**src/rtl/uart_rx_fifo.sv**
```systemverilog
// ============================================================================
// Module  : uart_rx_fifo
// Brief   : Receive-side byte FIFO behind a Uart8 receiver, valid/ready output
// Revision: 1.0
// ============================================================================
`default_nettype none

module uart_rx_fifo #(
  parameter int DEPTH_LOG2 = 4,
  parameter int ERR_W      = 8
) (
  input  logic                  clk,
  input  logic                  reset,
  input  logic                  rxDone,
  input  logic                  rxErr,
  input  logic [7:0]            rxOut,
  output logic                  outValid,
  input  logic                  outReady,
  output logic [7:0]            outByte,
  output logic [DEPTH_LOG2:0]   count,
  output logic                  overflow,
  output logic [ERR_W-1:0]      errCount,
  input  logic                  clearFlags
);

  localparam int                  C_DEPTH = 1 << DEPTH_LOG2;
  localparam logic [DEPTH_LOG2:0] C_FULL  = {1'b1, {DEPTH_LOG2{1'b0}}};

  logic [7:0]            mem_q [C_DEPTH];
  logic [7:0]            mem_d [C_DEPTH];
  logic [DEPTH_LOG2-1:0] wr_ptr_q, wr_ptr_d;
  logic [DEPTH_LOG2-1:0] rd_ptr_q, rd_ptr_d;
  logic [DEPTH_LOG2:0]   count_q, count_d;
  logic                  valid_q, valid_d;
  logic                  overflow_q, overflow_d;
  logic [ERR_W-1:0]      err_q, err_d;
  logic                  done_q, done_d;

  logic w_capture;
  logic w_pop;
  logic w_push;
  logic w_ovf_evt;
  logic w_err_evt;

  always_comb begin
    w_capture = rxDone & ~done_q;
    w_pop     = valid_q & outReady;
    // A full FIFO still accepts a byte when the head leaves on the same edge.
    w_push    = w_capture & ~rxErr & ((count_q != C_FULL) | w_pop);
    w_ovf_evt = w_capture & ~rxErr & (count_q == C_FULL) & ~w_pop;
    w_err_evt = w_capture & rxErr;

    done_d   = rxDone;
    mem_d    = mem_q;
    wr_ptr_d = wr_ptr_q;
    rd_ptr_d = rd_ptr_q;
    count_d  = count_q;

    if (w_push) begin
      mem_d[wr_ptr_q] = rxOut;
      wr_ptr_d        = wr_ptr_q + DEPTH_LOG2'(1);
    end
    if (w_pop) begin
      rd_ptr_d = rd_ptr_q + DEPTH_LOG2'(1);
    end
    if (w_push && !w_pop) begin
      count_d = count_q + (DEPTH_LOG2 + 1)'(1);
    end else if (w_pop && !w_push) begin
      count_d = count_q - (DEPTH_LOG2 + 1)'(1);
    end
    valid_d = (count_d != '0);

    // Events on the clearing edge take priority over the clear.
    overflow_d = clearFlags ? 1'b0 : overflow_q;
    if (w_ovf_evt) begin
      overflow_d = 1'b1;
    end
    err_d = clearFlags ? '0 : err_q;
    if (w_err_evt) begin
      if (clearFlags) begin
        err_d = ERR_W'(1);
      end else if (!(&err_q)) begin
        err_d = err_q + ERR_W'(1);
      end
    end
  end

  always_ff @(posedge clk) begin
    if (reset) begin
      for (int i = 0; i < C_DEPTH; i++) begin
        mem_q[i] <= '0;
      end
      wr_ptr_q   <= '0;
      rd_ptr_q   <= '0;
      count_q    <= '0;
      valid_q    <= 1'b0;
      overflow_q <= 1'b0;
      err_q      <= '0;
      done_q     <= 1'b1;
    end else begin
      mem_q      <= mem_d;
      wr_ptr_q   <= wr_ptr_d;
      rd_ptr_q   <= rd_ptr_d;
      count_q    <= count_d;
      valid_q    <= valid_d;
      overflow_q <= overflow_d;
      err_q      <= err_d;
      done_q     <= done_d;
    end
  end

  assign outValid = valid_q;
  assign outByte  = mem_q[rd_ptr_q];
  assign count    = count_q;
  assign overflow = overflow_q;
  assign errCount = err_q;

endmodule

`default_nettype wire

```
**config.mk**
```make
export PLATFORM = sky130hd
export DESIGN_NAME = uart_rx_fifo
export DESIGN_NICKNAME = d
export VERILOG_FILES = /design/src/rtl/uart_rx_fifo.sv
export SDC_FILE = /design/constraint.sdc
export NUM_CORES = 1
export LEC_CHECK = 0
export ABC_CLOCK_PERIOD_IN_PS = 4700
export CAP_MARGIN = 40
export CELL_PAD_IN_SITES_DETAIL_PLACEMENT = 1
export CELL_PAD_IN_SITES_GLOBAL_PLACEMENT = 2
export CORE_MARGIN = 2
export CORE_UTILIZATION = 40
export DETAILED_ROUTE_END_ITERATION = 6
export MAX_ROUTING_LAYER = met4
export PLACE_DENSITY_LB_ADDON = 0.1
export SYNTH_ARGS = -nofsm -noshare
export SYNTH_HDL_FRONTEND = slang
export SYNTH_SLANG_ARGS = --single-unit
```
**constraint.sdc**
```tcl
create_clock -name clk -period 4.7 [get_ports clk]
set_input_delay 0.94 -clock clk [delete_from_list [all_inputs] [get_ports clk]]
set_output_delay 0.94 -clock clk [all_outputs]
set_load 0.02 [all_outputs]
```
# Yosys cells after proc, flatten, opt, wreduce, memory -nomap -nowiden
# Index checks and enable logic that the tools add are counted.
word_totals:
  wordCells: 68
  input_bits: 14
  output_inout_bits: 23
  reg_bits: 152
classes:
  eq_ne: 2
  n_reduce_logical: 8
  n_lt_le_gt_ge: 3
  n_bitwise: 13
  n_addsub: 5
  muxes: 14
op_table:
  columns: ["op", "n"]
  rows:
  - ["bitwise mux 128 bit", 1]
  - ["2-to-1 mux 8 bit", 7]
  - ["binary-select mux 8 bit (select 4 bit)", 1]
  - ["demux 8 bit (select 4 bit)", 1]
  - ["greater-or-equal comparator 5 bit, second input constant", 2]
  - ["2-to-1 mux 5 bit", 2]
  - ["inverter 4 -> 5 bit", 2]
  - ["adder 4 x 1 -> 4 bit, second input constant", 2]
  - ["adder 8 x 1 -> 8 bit, second input constant", 1]
  - ["AND reduction 8 bit", 1]
  - ["AND 1 bit", 7]
  - ["adder 5 x 1 -> 5 bit, second input constant", 1]
  - ["equality test 5 bit, second input constant", 1]
  - ["less-than comparator 5 x 1 -> 1 bit, second input constant", 1]
  - ["!= test 5 bit, second input constant", 1]
  - ["nonzero test 5 bit", 1]
  - ["subtractor 5 x 1 -> 5 bit, second input constant", 1]
  - ["logical AND 1 bit", 3]
  - ["inverter 1 bit", 3]
  - ["logical NOT 1 bit", 2]
  - ["2-to-1 mux 1 bit", 2]
  - ["nonzero test 2 bit", 1]
  - ["OR 1 bit", 1]

# Logic depth before layout (Yosys ltp)
# Gate-level depths: netlist (run 1).
logic_depth:
  ltp_word: 9
  mapped_depth: 8

# Worst setup path before layout (run 1)
# OpenSTA, ideal clock, no wires.
synth_path:
  kind: "register to output"
  from: "register rd_ptr_q[1]"
  to: "output outByte[0]"
  arrival_time_ns: 1.800
  path_stages_with_launch: 6
  slack_ns: 1.960
  path_cell_list: "dfxtp_1 -> buf_2 -> buf_2 -> buf_2 -> mux4_2 -> mux4_2"
synth_between:
  elab_chain_cells: 4
synth_rtl:
  columns: ["element", "line_no", "text"]
  rows:
  - ["start, declared", "32", "logic [DEPTH_LOG2-1:0] rd_ptr_q, rd_ptr_d;"]
  - ["start signal, assigned", "103", "rd_ptr_q <= rd_ptr_d;"]
  - ["inverter 4 -> 5 bit (implied by the code)", "113", "assign outByte = mem_q[rd_ptr_q];"]
  - ["binary-select mux 8 bit (select 4 bit)", "113", null]
  - ["2-to-1 mux 8 bit (implied by the code) (2 in a row)", "113", null]
  - ["end, declared", "19", "output logic [7:0] outByte,"]
# No other way between the ends. The select of a mux whose other input is x is not followed.

# Worst setup path after layout (run 1)
layout_path:
  from: "register rd_ptr_q[0]"
  to: "output outByte[1]"
# Same word-level chain as after synthesis.

==> results by group, run 1 <==
Clock network
  – Skew-Pair Late Insertion Delay: 0.42 ns
  – Post_cts resized: 0
  – Post-CTS setup buffers: 0
  – CTS tree: yes
  – Cts hold-fix bufs: 0
  – Clk sinks: 152
  – Clk root buf: clkbuf_16
  – Clock Pin Slew Worst Setup and Hold Paths: 0.06 ns
  – Inserted Clock Buffers: 17
  – Max clock buf depth: 2
  – Depth of the CTS H-tree: 4

Place
  – Final HPWL DP: 11400 um
  – GPL Wtd Cong: 0.723
  – I/O Buffers: 36

Global route
  – Largest net degree at the start of global routing: 70
  – All-Layer GR Usage: 0.214
  – First-pass GRT wire length: 28200 um
  – Initial antenna violation count: 0
  – GRT overflow: 0
  – Vias in the first global route: 4935

Setup path
  – Worst EP arrival: 3.04 ns
  – Worst path most repeated cell: mux4_2
  – WS Path Type: flop to output port
  – Critical Path End Type: output port
  – Worst-path maximum fanout: 20
  – CP Data Required Time: 3.76 ns
  – Critical path buffer and inverter count: 2
  – Crit path max-delay family: multiplexers
  – Crit start category: flop
  – Largest stage delay on the critical path: 0.71 ns
  – Worst-path cell chain: buf_12 > mux4_2 > mux4_2 > clkdlybuf4s50_1
  – Critical path's slowest cell: dfxtp_2

Finish
  – Area delta synth->final: 17.1%
  – Most frequent cells in the layout: nor2_1 (154), dfxtp_1 (150), mux2i_1 (131)
  – Most common cell after layout, fill and taps aside: nor2_1
  – Filler Cell Count: 1828
  – Layout Utilization: 0.474
  – # nets final: 659
  – Share of cells above drive strength 1: 0.158
  – Antenna Diode Count: 0

Timing
  – RSZ-0062 raised after global routing: false
  – Clock skew: 0.00623 ns
  – Slew margin rel.: 0.448
  – Worst-margin pin slew: 0.827 ns
  – Peak Freq: 251 MHz
  – Setup violations, final: 0
  – Max Transition Viols Final: 0
  – Min cycle time layout: 3.98 ns
  – Period utilization: 0.848
  – Setup TNS Final: 0 ns
  – Final Hold Fails: 0

Die
  – Die area: 0.0184 mm^2
  – Num rows: 48
  – Starting Density: 0.405
  – Die width: 136 um
  – Die height: 136 um
  – Core Region: 0.0171 mm^2
  – Top Ports: 37

Synth
  – YS warnings: 0
  – Area leader, netlist: dfxtp_1
  – Most used DFF post-synth: dfxtp_1
  – Avg Inst Size Synth: 11.2 um^2
  – Syn_nets: 641
  – Synth Cell Area: 0.00693 mm^2
  – Yosys cell types: 43
  – Post-synth top area share: 0.439
  – Sequential-to-total area share from yosys stat: 0.439
  – Number of flops mapped to enable cells by yosys: 0
  – Synthesized instance count: 619
  – Post-synth ARST share: 0
  – Area contributors post-synth: dfxtp_1 (44%), mux2i_1 (19%), mux4_2 (13%)
  – Yosys reg bits: 152

Pwr
  – Worst IR Drop VDD: 262 uV
  – Power per cell area: 403 mW/mm^2
  – Leakage: 0.00375 uW

Route
  – DR WL/cell: 20.3 um
  – Vias: 4660
  – Routed Antenna Nets: 0
  – First-pass detailed-route iteration total: 6
  – Routed wire length: 17800 um
  – Number of remaining DRC errors: 0
  – 1st-iter DRT viols: 191
  – Vias per inst: 5.33

Outcome
  – Outcome: finished, final reports clean

Min path
  – Hold Path Class: flop to flop

Job
  – Max-cap violations: 0
## cells in the mapped netlist (2+ instances only)
cell type	n
a32oi_1	2
or3_1	2
a21oi_1	3
nand3_4	12
ha_1	8
nand4_1	4
inv_1	5
nor2b_1	2
buf_1	3
buf_4	3
xor2_1	10
nor2_1	154
nand2_1	11
xnor2_1	3
buf_2	7
nor3_1	5
a41oi_1	2
a21boi_0	2
clkbuf_1	28
or2_2	3
dfxtp_1	152
nand3_1	5
mux2i_1	131
mux4_2	40
o21ai_0	2
nand4_4	3
## flip-flops by register name, indices dropped and copies added (netlist names)
signal    count
count         5
done_q        1
errCount      8
mem_q       128
outValid      1
overflow      1
rd_ptr_q      4
wr_ptr_q      4
## layout make-up
| type | count | area [um^2] | area share |
|---|---|---|---|
| Clock buffer | 20 | 447 | 0.0551 |
| Clock inverter | 12 | 223 | 0.0274 |
| Inverter | 5 | 18.8 | 0.00231 |
| Multi-Input combinational cell | 419 | 3660 | 0.452 |
| Sequential cell | 152 | 3050 | 0.375 |
| Tap cell | 225 | 282 | 0.0347 |
| Timing Repair Buffer | 42 | 435 | 0.0537 |
## per-stage QoR
stage	area (um^2)	power [uW]	hold slack [ns]	setup slack (ns)	std cells
after floorplan	6930	1630	0.458	1.96	619
after global placement	7420	1740	0.470	1.15	842
after detailed placement	7440	1750	0.483	1.13	843
after CTS	8110	3310	0.498	0.670	875
after global routing	8110	3400	0.530	0.599	875
final	8110	3270	0.492	0.715	875
## worst register-to-register path: stages, from the launching register on
cell      delay (ns)
dfxtp_1         0.44
inv_1           0.10
ha_1            0.22
and4bb_4        0.25
a21oi_4         0.39
buf_4           0.41
nand3_4         0.28
mux2i_1         0.29
nor2_1          0.07
## power breakdown
| group | internal [uW] | total (uW) | switching [uW] | leakage [uW] |
|---|---|---|---|---|
| logic | 161 | 344 | 183 | 0.00220 |
| clock network | 1010 | 1560 | 546 | 0.000320 |
| registers | 1310 | 1370 | 58.0 | 0.00123 |
| total | 2480 | 3270 | 787 | 0.00375 |
## cells by family (layout without fill, tap and decap cells)
group           after synthesis  after routing  share of synthesized area
flops                       152            152                      0.439
simple gates                211            211                      0.160
compound gates               16             16                     0.0182
xor+xnor                     13             13                     0.0164
mux                         171            171                      0.319
fa+ha+maj                     8              8                     0.0144
buf+inv                      48             79                     0.0323
## worst paths after layout
check	start	end	slack (ns)	depth (start not counted)
max	rd_ptr_q[0]	outByte[1]	0.72	4
min	mem_q[64]	mem_q[64]	0.49	2
max reg2reg	count[1]	mem_q[55]	2.12	8
min reg2reg	mem_q[64]	mem_q[64]	0.49	2
## layer usage
layer | track usage | wire [um]
met3 | 0.0329 | 399
met5 | - | 0
met1 | 0.246 | 7580
met2 | 0.376 | 9450
met4 | 0.0781 | 357
Power figures use the tool's default switching activity.
==> run 2: changes to the inputs <==
ABC_CLOCK_PERIOD_IN_PS = 3680   (was 4700)
clock period = 3.68 ns   (was 4.7 ns; I/O delays follow)
==> run 2 against run 1 <==
Clock skew fell by 0.0013 ns. Setup slack lost 0.49 ns. Non-clock buffer count up 5. Global-route usage down 0.19 points. Flip-flop and latch count unchanged. Combinational power increased by 34%. Worst hold slack is essentially flat. Power up 27%. Highest routed layer unchanged.
==> results by group, run 2 (synthesis gave the netlist of run 1 again) <==
Pwr
  – Pwr Total: 4150 uW (was 3270 uW)
  – Worst IR Drop VDD: 339 uV (was 262 uV)
  – Leakage: 0.00377 uW (was 0.00375 uW)
  – Power per cell area: 510 mW/mm^2 (was 403 mW/mm^2)

Route
  – DR WL/cell: 20.0 um (was 20.3 um)
  – Vias: 4675 (was 4660)
  – Number of remaining DRC errors: 0 (unchanged)
  – Vias per inst: 5.31 (was 5.33)
  – Routed wire length: 17600 um (was 17800 um)
  – First-pass detailed-route iteration total: 4 (was 6)
  – 1st-iter DRT viols: 206 (was 191)
  – Routed Antenna Nets: 0 (unchanged)

Clock network
  – Clk sinks: 152 (unchanged)
  – Cts hold-fix bufs: 0 (unchanged)
  – Depth of the CTS H-tree: 4 (unchanged)
  – Clk root buf: clkbuf_16 (unchanged)
  – Max clock buf depth: 2 (unchanged)
  – Clock Pin Slew Worst Setup and Hold Paths: 0.06 ns (about the same)
  – Inserted Clock Buffers: 17 (unchanged)
  – Skew-Pair Late Insertion Delay: 0.43 ns (was 0.42 ns)
  – CTS tree: yes (unchanged)

Min path
  – Hold Path Class: flop to flop (unchanged)

Finish
  – Area of the multi-input gates: 0.00366 mm^2 (unchanged)
  – Largest register by flop count: mem_q (unchanged)
  – Max FFs per register: 128 (unchanged)
  – Most common cell after layout, fill and taps aside: nor2_1 (unchanged)
  – Most frequent cells in the layout: nor2_1 (154), dfxtp_1 (150), mux2i_1 (131) (unchanged)
  – Share of cells above drive strength 1: 0.166 (was 0.158)
  – Area delta synth->final: 17.5% (was 17.1%)
  – Filler Cell Count: 1792 (was 1828)
  – Reg area: 0.00305 mm^2 (about the same)
  – # nets final: 664 (was 659)
  – Antenna Diode Count: 0 (unchanged)
  – Post-route cell area: 0.00814 mm^2 (was 0.00811 mm^2)

Timing
  – Slew margin rel.: 0.426 (was 0.448)
  – RSZ-0062 raised after global routing: false (unchanged)
  – Setup violations, final: 0 (unchanged)
  – Max Transition Viols Final: 0 (unchanged)
  – Peak Freq: 290 MHz
  – Final Hold Fails: 0 (unchanged)
  – Min cycle time layout: 3.45 ns
  – Period utilization: 0.938
  – Worst-margin pin slew: 0.861 ns (was 0.827 ns)
  – Clock skew: 0.00490 ns (was 0.00623 ns)
  – Setup TNS Final: 0 ns (unchanged)
  – Worst hold slack: 0.492 ns (about the same)

Global route
  – Largest net degree at the start of global routing: 81 (was 70)
  – GRT overflow: 0 (unchanged)
  – First-pass GRT wire length: 28200 um (about the same)
  – All-Layer GR Usage: 0.212 (was 0.214)
  – Vias in the first global route: 4873 (was 4935)
  – Initial antenna violation count: 0 (unchanged)

Die
  – Top Ports: 37 (unchanged)
  – Starting Density: 0.405 (unchanged)
  – Core Region: 0.0171 mm^2 (unchanged)
  – Die height: 136 um (unchanged)
  – Die width: 136 um (unchanged)
  – Num rows: 48 (unchanged)
  – Die area: 0.0184 mm^2 (unchanged)

Place
  – Final HPWL DP: 11500 um (was 11400 um)
  – Area of placed instances: 0.00747 mm^2 (was 0.00744 mm^2)
  – I/O Buffers: 36 (unchanged)
  – GPL Wtd Cong: 0.808 (was 0.723)

Job
  – Max-cap violations: 0 (unchanged)

Setup path
  – WS Path Type: flop to output port (unchanged)
  – Crit start category: flop (unchanged)
  – Worst EP arrival: 2.72 ns (was 3.04 ns)
  – CP Data Required Time: 2.94 ns (was 3.76 ns)
  – Critical Path End Type: output port (unchanged)
  – Worst-path maximum fanout: 13 (was 20)

Outcome
  – Outcome: finished, final reports clean (unchanged)
-- run 2: layout make-up --
| cell class | instances | share of cell area |
|---|---|---|
| Timing Repair Buffer | 47 | 0.0572 |
| Clock inverter | 11 | 0.0238 |
| Multi-Input combinational cell | 419 | 0.450 |
| Inverter | 5 | 0.00230 |
| Clock buffer | 21 | 0.0578 |
| Sequential cell | 152 | 0.375 |
| Tap cell | 225 | 0.0346 |
-- run 2: worst paths after layout --
check	start	end	slack, ns	depth (start not counted)
max	rd_ptr_q[0]	outByte[4]	0.23	4
min	mem_q[25]	mem_q[25]	0.49	2
max reg2reg	count[0]	mem_q[74]	1.28	8
min reg2reg	mem_q[25]	mem_q[25]	0.49	2
-- run 2: where the power goes --
group	switching, uW	internal (uW)
clock	693	1260
sequential	61.0	1680
combinational	245	217
-- run 2: critical path, stage by stage (launching register included) --
cell and delay, ns:
dfxtp_4 0.48, buf_12 0.20, mux4_2 0.51, mux4_2 0.52
clkdlybuf4s50_1 0.57
-- run 2: timing repair --
item                       4_1_cts  5_1_grt
resized for setup                0        2
setup endpoints to repair        0        4
setup buffers                    0        0
-- run 2: stage by stage --
| step | worst slack (ns) | cells | util |
|---|---|---|---|
| floorplan | 1.14 | 619 | - |
| global placement | 0.562 | 848 | 0.437 |
| detailed placement | 0.503 | 848 | 0.437 |
| CTS | 0.0337 | 880 | 0.476 |
| global route | 0.125 | 880 | 0.476 |
| finish | 0.228 | 880 | 0.476 |
-- run 2: metal layers --
layer / GRT usage / share of wire / vias up
met3: 0.0456 / 0.033 / 22
met4: 0.0654 / 0.016 / 0
met2: 0.358 / 0.50 / 64
met1: 0.253 / 0.45 / 2356
li1: - / - / 2233
met5: - / 0 / -
==> run 3: changes to the inputs <==
ABC_CLOCK_PERIOD_IN_PS = 4300   (was 3680)
clock period = 4.3 ns   (was 3.68 ns; I/O delays follow)
==> run 3 against run 2 <==
Clock-buffer cell count unchanged. Power fell by 18%. Clock skew up 0.0024 ns. Register-to-register slack gained 0.57 ns. Critical endpoint is now outByte[5]. Design area decreased by 1.4%. Flip-flop and latch count unchanged. Via count increased by 0.53%. Non-clock buffer count down 5. Critical path depth unchanged. Clock power shrank 23%. First-iteration DRC count increased by 30%.
==> results by group, run 3 (synthesis gave the netlist of run 1 again) <==
Finish
  – Post-route cell area: 0.00803 mm^2 (was 0.00814 mm^2)
  – Max FFs per register: 128 (unchanged)
  – Largest register by flop count: mem_q (unchanged)
  – Most frequent cells in the layout: nor2_1 (154), dfxtp_1 (150), mux2i_1 (131) (unchanged)
  – Antenna Diode Count: 0 (unchanged)
  – Area delta synth->final: 15.8% (was 17.5%)
  – # nets final: 659 (was 664)
  – Layout Utilization: 0.469 (was 0.476)
  – Share of cells above drive strength 1: 0.155 (was 0.166)
  – Most common cell after layout, fill and taps aside: nor2_1 (unchanged)

Global route
  – GRT overflow: 0 (unchanged)
  – Largest net degree at the start of global routing: 85 (was 81)
  – Initial antenna violation count: 0 (unchanged)
  – All-Layer GR Usage: 0.213 (was 0.212)
  – Vias in the first global route: 4991 (was 4873)
  – First-pass GRT wire length: 28300 um (was 28200 um)

Clock network
  – Max clock buf depth: 2 (unchanged)
  – Skew-Pair Late Insertion Delay: 0.42 ns (was 0.43 ns)
  – Clk root buf: clkbuf_16 (unchanged)
  – CTS tree: yes (unchanged)
  – Cts hold-fix bufs: 0 (unchanged)
  – Clk sinks: 152 (unchanged)
  – Clock Pin Slew Worst Setup and Hold Paths: 0.06 ns (about the same)
  – Post_cts resized: 0 (unchanged)
  – Post-CTS setup buffers: 0 (unchanged)
  – Depth of the CTS H-tree: 4 (unchanged)
  – Inserted Clock Buffers: 17 (unchanged)

Setup path
  – Crit path max-delay family: buffers and inverters (was multiplexers)
  – Critical Path Stages: 4 (unchanged)
  – Crit start category: flop (unchanged)
  – FF-to-FF setup slack: 1.85 ns (was 1.28 ns)
  – WS Path Type: flop to output port (unchanged)
  – Critical Path End Type: output port (unchanged)
  – Critical path's slowest cell: dfxtp_2 (was clkdlybuf4s50_1)
  – Crit. Startpoint: rd_ptr_q[1] (was rd_ptr_q[0])
  – Worst-path maximum fanout: 16 (was 13)
  – CP Data Required Time: 3.44 ns (was 2.94 ns)
  – Worst path most repeated cell: mux4_2 (unchanged)
  – Crit path to: outByte[5] (was outByte[4])
  – Critical path buffer and inverter count: 2 (unchanged)
  – Worst-path cell chain: buf_4 > mux4_2 > mux4_2 > clkdlybuf4s50_1 (was buf_12 > mux4_2 > mux4_2 > clkdlybuf4s50_1)
  – R2R Path End: mem_q[30] (was mem_q[74])
  – R2R depth: 8 (unchanged)
  – Reg2reg start: count[1] (was count[0])
  – Worst EP arrival: 2.82 ns (was 2.72 ns)
  – Largest stage delay on the critical path: 0.67 ns (was 0.57 ns)

Die
  – Starting Density: 0.405 (unchanged)
  – Die height: 136 um (unchanged)
  – Top Ports: 37 (unchanged)
  – Core Region: 0.0171 mm^2 (unchanged)
  – Die area: 0.0184 mm^2 (unchanged)
  – Num rows: 48 (unchanged)
  – Die width: 136 um (unchanged)

Route
  – Number of remaining DRC errors: 0 (unchanged)
  – Vias per inst: 5.37 (was 5.31)
  – Vias: 4700 (was 4675)
  – First-pass detailed-route iteration total: 4 (unchanged)
  – Routed Antenna Nets: 0 (unchanged)
  – 1st-iter DRT viols: 267 (was 206)
  – Routed wire length: 17900 um (was 17600 um)
  – DR WL/cell: 20.5 um (was 20.0 um)

Place
  – Final HPWL DP: 11300 um (was 11500 um)
  – Area of placed instances: 0.00744 mm^2 (was 0.00747 mm^2)
  – I/O Buffers: 36 (unchanged)
  – GPL Wtd Cong: 0.764 (was 0.808)

Timing
  – Max Transition Viols Final: 0 (unchanged)
  – Period utilization: 0.856
  – RSZ-0062 raised after global routing: false (unchanged)
  – Slew margin rel.: 0.449 (was 0.426)
  – Clock skew: 0.00727 ns (was 0.00490 ns)
  – Final Hold Fails: 0 (unchanged)
  – Worst-margin pin slew: 0.826 ns (was 0.861 ns)
  – Min cycle time layout: 3.68 ns
  – Setup violations, final: 0 (unchanged)
  – Peak Freq: 272 MHz
  – Setup TNS Final: 0 ns (unchanged)

Pwr
  – Power per cell area: 422 mW/mm^2 (was 510 mW/mm^2)
  – Leakage: 0.00370 uW (was 0.00377 uW)
  – Worst IR Drop VDD: 272 uV (was 339 uV)

Outcome
  – Outcome: finished, final reports clean (unchanged)

Min path
  – Hold Path Class: flop to flop (unchanged)

Job
  – Max-cap violations: 0 (unchanged)
-- run 3: worst min path at each step --
| stage | start | to | slack, ns | cells after the start |
|---|---|---|---|---|
| floorplan | mem_q[15] | mem_q[15] | 0.46 | 2 |
| global placement | mem_q[72] | mem_q[72] | 0.47 | 2 |
| detailed placement | mem_q[84] | mem_q[84] | 0.48 | 2 |
| CTS | mem_q[84] | mem_q[84] | 0.50 | 2 |
| global route | mem_q[99] | mem_q[99] | 0.53 | 2 |
| finish | mem_q[75] | mem_q[75] | 0.49 | 2 |
-- run 3: per-layer routing --
metal | global-route usage | vias to the layer above | share of wire
li1 | - | 2222 | -
met1 | 0.262 | 2406 | 0.47
met2 | 0.357 | 59 | 0.50
met3 | 0.0412 | 13 | 0.021
met4 | 0.0608 | 0 | 0.011
met5 | - | - | 0
-- run 3: final cells by class --
type | instances | area (um^2)
Clock buffer | 21 | 440
Clock inverter | 11 | 150
Fill cell | 1833 | 9090
Inverter | 5 | 18.8
Multi-Input combinational cell | 419 | 3660
Sequential cell | 152 | 3050
Tap cell | 225 | 282
Timing Repair Buffer | 42 | 428
-- run 3: worst reg2reg max path, stage by stage (launching register included) --
cell	delay, ns
dfxtp_1	0.46
inv_1	0.10
ha_1	0.23
and4bb_4	0.25
a21oi_4	0.33
buf_4	0.28
nand4_4	0.30
mux2i_1	0.30
nor2_1	0.07
-- run 3: power breakdown --
part / switching [uW] / internal, uW / leakage, uW
logic: 222 / 176 / 0.00220
clock network: 600 / 913 / 0.000269
registers: 40.9 / 1440 / 0.00123
total: 863 / 2520 / 0.00370
-- run 3: per-stage QoR --
step | total power [uW] | instances | setup slack (ns) | hold slack, ns
after detailed placement | 1910 | 843 | 1.02 | 0.484
after global placement | 1900 | 843 | 1.04 | 0.470
final | 3390 | 875 | 0.617 | 0.491
after global routing | 3530 | 875 | 0.497 | 0.529
after floorplan | 1780 | 619 | 1.64 | 0.458
after CTS | 3430 | 875 | 0.556 | 0.498
